`config.mk`:
```
export PLATFORM = sky130hd
export DESIGN_NAME = shift_seq_unit
export DESIGN_NICKNAME = d
export VERILOG_FILES = /design/src/rtl/shift_seq_unit.sv
export SDC_FILE = /design/constraint.sdc
export NUM_CORES = 1
export LEC_CHECK = 0
export ABC_AREA = 1
export BUFFER_PORTS_ARGS = -buffer_cell sky130_fd_sc_hd__buf_2
export CELL_PAD_IN_SITES_DETAIL_PLACEMENT = 1
export CELL_PAD_IN_SITES_GLOBAL_PLACEMENT = 2
export CORE_MARGIN = 10
export CORE_UTILIZATION = 29
export CTS_BUF_LIST = sky130_fd_sc_hd__clkbuf_4 sky130_fd_sc_hd__clkbuf_8 sky130_fd_sc_hd__clkbuf_16
export DETAILED_ROUTE_END_ITERATION = 8
export GPL_ROUTABILITY_DRIVEN = 1
export PLACE_DENSITY = 0.92
export SYNTH_ARGS = -nofsm -noshare
export SYNTH_HDL_FRONTEND = slang
export SYNTH_SLANG_ARGS = --single-unit
```
`constraint.sdc`:
```
create_clock -name clk -period 1.9 [get_ports clk]
set_input_delay 0.38 -clock clk [delete_from_list [all_inputs] [get_ports clk]]
set_output_delay 0.38 -clock clk [all_outputs]
set_load 0.02 [all_outputs]
```
`src/rtl/shift_seq_unit.sv`:
```
// Multi-cycle shift sequencer: parallel load, then shift one position per cycle
// in logical/arithmetic/rotate/serial-fill mode. Rotate is compiled in only when SHIFT_SEQ_ROTATE_EN is defined.
module shift_seq_unit #(
  parameter int W  = 8,
  parameter int CW = $clog2(W) + 1
) (
  input  logic          clk,
  input  logic          rst,
  input  logic          ld,
  input  logic          start,
  input  logic [W-1:0]  data_in,
  input  logic [CW-1:0] amt,
  input  logic          dir,
  input  logic [1:0]    mode,
  input  logic          sin,
  output logic [W-1:0]  data_out,
  output logic          b_out,
  output logic          busy,
  output logic          done
);

  typedef enum logic [1:0] {
    IDLE  = 2'd0,
    SHIFT = 2'd1,
    DONE  = 2'd2
  } state_e;

  typedef enum logic [1:0] {
    M_LOGIC  = 2'b00,
    M_ARITH  = 2'b01,
    M_ROT    = 2'b10,
    M_SERIAL = 2'b11
  } mode_e;

  state_e        state, state_nxt;
  mode_e         mode_q, mode_nxt;
  logic          dir_q, dir_nxt;
  logic          sin_q, sin_nxt;
  logic [CW-1:0] cnt, cnt_nxt;
  logic [W-1:0]  data_nxt;
  logic          b_nxt, busy_nxt, done_nxt;
  logic          fill;
  logic [CW-1:0] amt_sat;

  // Amounts beyond the register width flush it completely, so clamp at W.
  assign amt_sat = (amt > CW'(W)) ? CW'(W) : amt;

  // Bit entering the vacated end of the register on each shift step.
  always_comb begin
    fill = 1'b0;
    case (mode_q)
      M_ARITH:  fill = dir_q ? 1'b0 : data_out[W-1];
      M_SERIAL: fill = sin_q;
`ifdef SHIFT_SEQ_ROTATE_EN
      M_ROT:    fill = dir_q ? data_out[W-1] : data_out[0];
`endif
      default:  fill = 1'b0;
    endcase
  end

  // NOTE: every signal driven here gets a default first, so no path can infer a latch.
  always_comb begin
    state_nxt = state;
    data_nxt  = data_out;
    b_nxt     = b_out;
    cnt_nxt   = cnt;
    dir_nxt   = dir_q;
    mode_nxt  = mode_q;
    sin_nxt   = sin_q;
    case (state)
      IDLE: begin
        if (start) begin
          dir_nxt   = dir;
          mode_nxt  = mode_e'(mode);
          sin_nxt   = sin;
          cnt_nxt   = amt_sat;
          state_nxt = (amt_sat != '0) ? SHIFT : DONE;
        end else if (ld) begin
          data_nxt = data_in;
          b_nxt    = 1'b0;
        end
      end
      SHIFT: begin
        if (dir_q) begin
          data_nxt = {data_out[W-2:0], fill};
          b_nxt    = data_out[W-1];
        end else begin
          data_nxt = {fill, data_out[W-1:1]};
          b_nxt    = data_out[0];
        end
        cnt_nxt = cnt - CW'(1);
        if (cnt == CW'(1)) state_nxt = DONE;
      end
      DONE:    state_nxt = IDLE;
      default: state_nxt = IDLE;
    endcase
    busy_nxt = (state_nxt == SHIFT);
    done_nxt = (state_nxt == DONE);
  end

  // NOTE: sequential state uses non-blocking assignments so all registers update together at the edge.
  always_ff @(posedge clk) begin
    if (rst) begin
      state    <= IDLE;
      data_out <= '0;
      b_out    <= 1'b0;
      busy     <= 1'b0;
      done     <= 1'b0;
      cnt      <= '0;
      dir_q    <= 1'b0;
      mode_q   <= M_LOGIC;
      sin_q    <= 1'b0;
    end else begin
      state    <= state_nxt;
      data_out <= data_nxt;
      b_out    <= b_nxt;
      busy     <= busy_nxt;
      done     <= done_nxt;
      cnt      <= cnt_nxt;
      dir_q    <= dir_nxt;
      mode_q   <= mode_nxt;
      sin_q    <= sin_nxt;
    end
  end

endmodule

```
# Word-level counts from Yosys, hierarchy flattened

Index checks and enable logic that the tools add are counted.

Register bits after elaboration: 21
Input port bits: 20
Output and inout bits: 11
Word-level logic and storage cells: 43

Add/sub/neg operators: 1
$lt $le $gt $ge: 1
Equality and inequality tests: 9
Mux-type cells: 17
Reductions and logical operators: 6

Operators with widths:

| operator                                         | number |
|---|---|
| 2-to-1 mux 8 bit                                 | 3 |
| case mux 8 bit (2 select lines)                  | 1 |
| 2-to-1 mux 4 bit                                 | 2 |
| case mux 4 bit (2 select lines)                  | 1 |
| == test 2 x 1 -> 1 bit, second input constant    | 3 |
| 2-to-1 mux 2 bit                                 | 3 |
| inequality test 2 bit, second input constant     | 3 |
| == test 2 bit, second input constant             | 2 |
| == test 4 x 1 -> 1 bit, second input constant    | 1 |
| > comparator 4 bit, second input constant        | 1 |
| 2-to-1 mux 1 bit                                 | 4 |
| case mux 1 bit (2 select lines)                  | 2 |
| case mux 2 bit (2 select lines)                  | 1 |
| AND reduction 2 bit                              | 2 |
| nonzero test 4 bit                               | 1 |
| subtractor 4 x 1 -> 4 bit, second input constant | 1 |
| AND reduction 3 bit                              | 1 |
| zero test 2 bit                                  | 1 |
| nonzero test 2 bit                               | 1 |

# Longest topological paths before layout

Depth after elaboration: 7
Depth in mapped cells: 8
Mapped depth without buffers: 7

# Worst setup path after synthesis

OpenSTA, ideal clock, no wires.

Path type: register to register
Start: reg state[1]
End: reg cnt[2]
Library setup time: 0.109 ns
Data arrival time: 1.016 ns
Data required time: 1.791 ns
Slack: 0.775 ns
Stages on the path, launching flop included: 8
Buffers on the path: 0
Clock period less this slack: 1.125 ns
Cells stage by stage: dfxtp_1 -> inv_1 -> nand2_1 -> nor2_4 -> nor2_1 -> nand3b_1 -> nand2_1 -> inv_1

Longest elaborated chain between the ends: 3

Ends and longest elaborated chain:

| element                                                                      | RTL line | text |
|---|---|---|
| start: declaration                                                           | 35       | `state_e state, state_nxt;` |
| start signal: assignment                                                     | 114      | `state <= state_nxt;` |
| zero test 2 bit / == test 2 x 1 -> 1 bit (equally long branches)             | 70       | `case (state)` |
| inequality test 2 bit (no line) / nonzero test 2 bit (equally long branches) | -        |  |
| AND reduction 2 bit (no line)                                                | -        |  |
| end signal: assignment                                                       | 119      | `cnt <= cnt_nxt;` |
| end: declaration                                                             | 39       | `logic [CW-1:0] cnt, cnt_nxt;` |

Parallel ways exist; a longest one is shown, timed or not.
A chain may end at the register's enable or synchronous reset.

# Worst setup path in the final report

Ends and elaborated chain as after synthesis.

==> impl_metrics.json <==
{
  "h-tree-depth": 1,
  "avgViaCountPerCell": 4.58,
  "die_area_mm2": 0.00704,
  "peakVddDrop_mv": 0.278,
  "drt-pass1-iter-count": 4,
  "max_freq_mhz": 723,
  "grt_usage_pct": 9.46,
  "ioPinCount": 31,
  "p_seq_share_pct": 45.9,
  "p_leak_uw": 0.000688,
  "clock_latency_ns": 0.27,
  "syn_inst": 177,
  "crit_end": "cnt[2]",
  "r2r_start": "state[1]",
  "crit_start": "state[1]",
  "syn_area_mm2": 0.00118,
  "setup_viol": 0,
  "avgSynthCellArea_um2": 6.69,
  "period_share_pct": 72.8,
  "swShare_pct": 34.3,
  "postRouteAntennaNets": 0,
  "antenna_cells": 0,
  "cts_tree": "yes",
  "hold_viol": 0,
  "placed_area_mm2": 0.00135,
  "initial_utilization_pct": 29.8,
  "cts_hold_buf": 0,
  "port_buffers": 30,
  "critPathCaptureType": "flip-flop",
  "whs_ns": 0.354,
  "drtIter0Drc": 22,
  "multi_input_area_um2": 628,
  "layout.nets": 229,
  "nFillCells": 540,
  "min_from": "mode[1]",
  "clock-root-buffer": "clkbuf_8",
  "p_int_uw": 727,
  "synth_fp_nets": 199,
  "postCtsSetupBuffers": 0,
  "ctsResizeCount": 0,
  "grt_pass1_wl_mm": 5.64,
  "path_max_fanout": 18,
  "yosys.area.top_type": "dfxtp_1",
  "dp_hpwl_mm": 2.52,
  "die_x_um": 83.9,
  "clk_transition_reported_paths_ns": 0.09,
  "grt_pass1_vias": 1243,
  "grt_max_degree": 19,
  "r2r_slack_ns": 0.52,
  "power_switching_uw": 380,
  "via_count": 1173,
  "finClkSkew_ns": 0.00572,
  "rsz0062_at_grt": "false",
  "cp-start-kind": "flip-flop",
  "drv_cap": 0,
  "placed_cells_incl_taps": 252,
  "antenna_found_initial": 0,
  "yosys-top-cells-area": "dfxtp_1, nand2_1, nor2_1, inv_1, nand3_1",
  "status": "finished clean",
  "drc": 0,
  "rows": 23,
  "worstRegToRegCells": 7,
  "final_area_mm2": 0.00140,
  "drt_wl_total_mm": 3.24,
  "worst_pin_slew_ns": 0.386,
  "syn2layout_area_growth_pct": 17.9,
  "cp.arrival_ns": 1.56,
  "synth-seq-cells": 21,
  "core_mm2": 0.00397,
  "ys_warn_count": 0,
  "wl_per_cell_um": 12.7,
  "ys_seq_area_share_pct": 35.5,
  "synthDistinctLibCells": 24,
  "hp-class": "primary input to flip-flop",
  "p_comb_share_pct": 25.5,
  "fin_crit_ns": 1.38,
  "worstPathRequired_ns": 2.08,
  "overflow": 0,
  "layoutNonFillerInstCount": 256,
  "cts_buffer_depth": 2,
  "yosysTopAreaCellShare_pct": 35.5,
  "p_per_area_mw_per_mm2": 793,
  "clockPowerShare_pct": 28.6,
  "fin_setup_tns_ns": 0,
  "slew_viol_final": 0,
  "rr_endpoint": "cnt[2]",
  "numCtsBuffers": 3,
  "clkSinkCount": 21,
  "die_y_um": 83.9,
  "fin_util_pct": 35.1,
  "drive_gt1_share_pct": 23.8,
  "crit_type": "flip-flop to flip-flop",
  "routabilityCongestion": 0.759,
  "seq_area_um2": 420,
  "relSlewSlack_pct": 74.3
}
worst min-delay path by stage:
stage,to,slack [ns],depth (start not counted)
finish,mode_q[1],0.35,3
CTS,mode_q[1],0.36,3
global route,mode_q[1],0.36,3
global placement,mode_q[0],0.46,2
detailed placement,mode_q[0],0.47,2
floorplan,mode_q[0],0.44,2
layout make-up:
type	count	share of cell area, %
tap	50	4.48
sequential	21	30.1
clock buffer	3	2.96
clock inverter	1	0.359
timing repair buffer	31	11.3
multi-input combinational	129	45.0
inverter	21	5.74
per-stage QoR:
step | setup WS, ns | total power, uW
3_3_place_gp | 0.492 | 802
5_1_grt | 0.316 | 1180
2_1_floorplan | 0.775 | 726
4_1_cts | 0.497 | 1120
3_5_place_dp | 0.497 | 805
6_report | 0.517 | 1110
kinds of logic after synthesis:
family          after synthesis  synth area share (%)
buf+inv                      27                  11.4
compound gates               32                  15.4
fa+ha+maj                     2                  2.11
flops                        21                  35.5
simple gates                 94                  34.8
xor+xnor                      1                 0.740
power groups by stage:
| stage | clock, uW | combinational [uW] | sequential (uW) |
|---|---|---|---|
| finish | 317 | 282 | 508 |
| global route | 342 | 327 | 514 |
| CTS | 326 | 289 | 509 |
| detailed placement | 0 | 287 | 519 |
| global placement | 0 | 284 | 518 |
| floorplan | 0 | 187 | 539 |
cell usage after synthesis:
master    instances
nand2_1          46
nor2_1           27
dfxtp_1          21
inv_1            18
nand3_1          13
o21ai_0          13
a21oi_1          12
a21oi_2           5
buf_6             4
buf_2             2
ha_1              2
nand2_2           2
clkinv_1          1
clkinv_2          1
inv_2             1
nand2_4           1
nand3_4           1
nand3b_1          1
nor2_2            1
nor2_4            1
o21ai_1           1
o21ai_2           1
or2_0             1
xor2_1            1
layer usage:
metal  track usage (%)  up-vias  share of wire [%]  routed length (um)
met3              1.95        5                2.5                  80
met5                 0        -                  0                   0
met1              11.3      541                 48                1570
met2              16.0       15                 48                1550
li1                  -      612                  -                   -
met4              3.65        0                1.4                  47
placed cells by master, fill, tap and decap left out, drive strengths merged:
cell / instances
buf: 31
xor2: 1
nand2: 49
clkbuf: 3
a21oi: 17
ha: 2
clkinv: 3
dfxtp: 21
nand3b: 1
or2: 1
nand3: 14
inv: 19
nor2: 29
o21ai: 15
worst max-delay path, cell delays in order (launching register included):
cell and delay, ns:
dfxtp_1 0.35, inv_1 0.11, nand2_4 0.21, clkinv_2 0.22
nor2_1 0.21, a21oi_1 0.09, nand2_1 0.07, inv_1 0.03
state kept, by name, summed over array words and instances, names as in the netlist:
signal    cells
state         2
sin_q         1
done          1
b_out         1
busy          1
mode_q        2
dir_q         1
cnt           4
data_out      8
No activity file was read; power rests on OpenSTA's default activity.
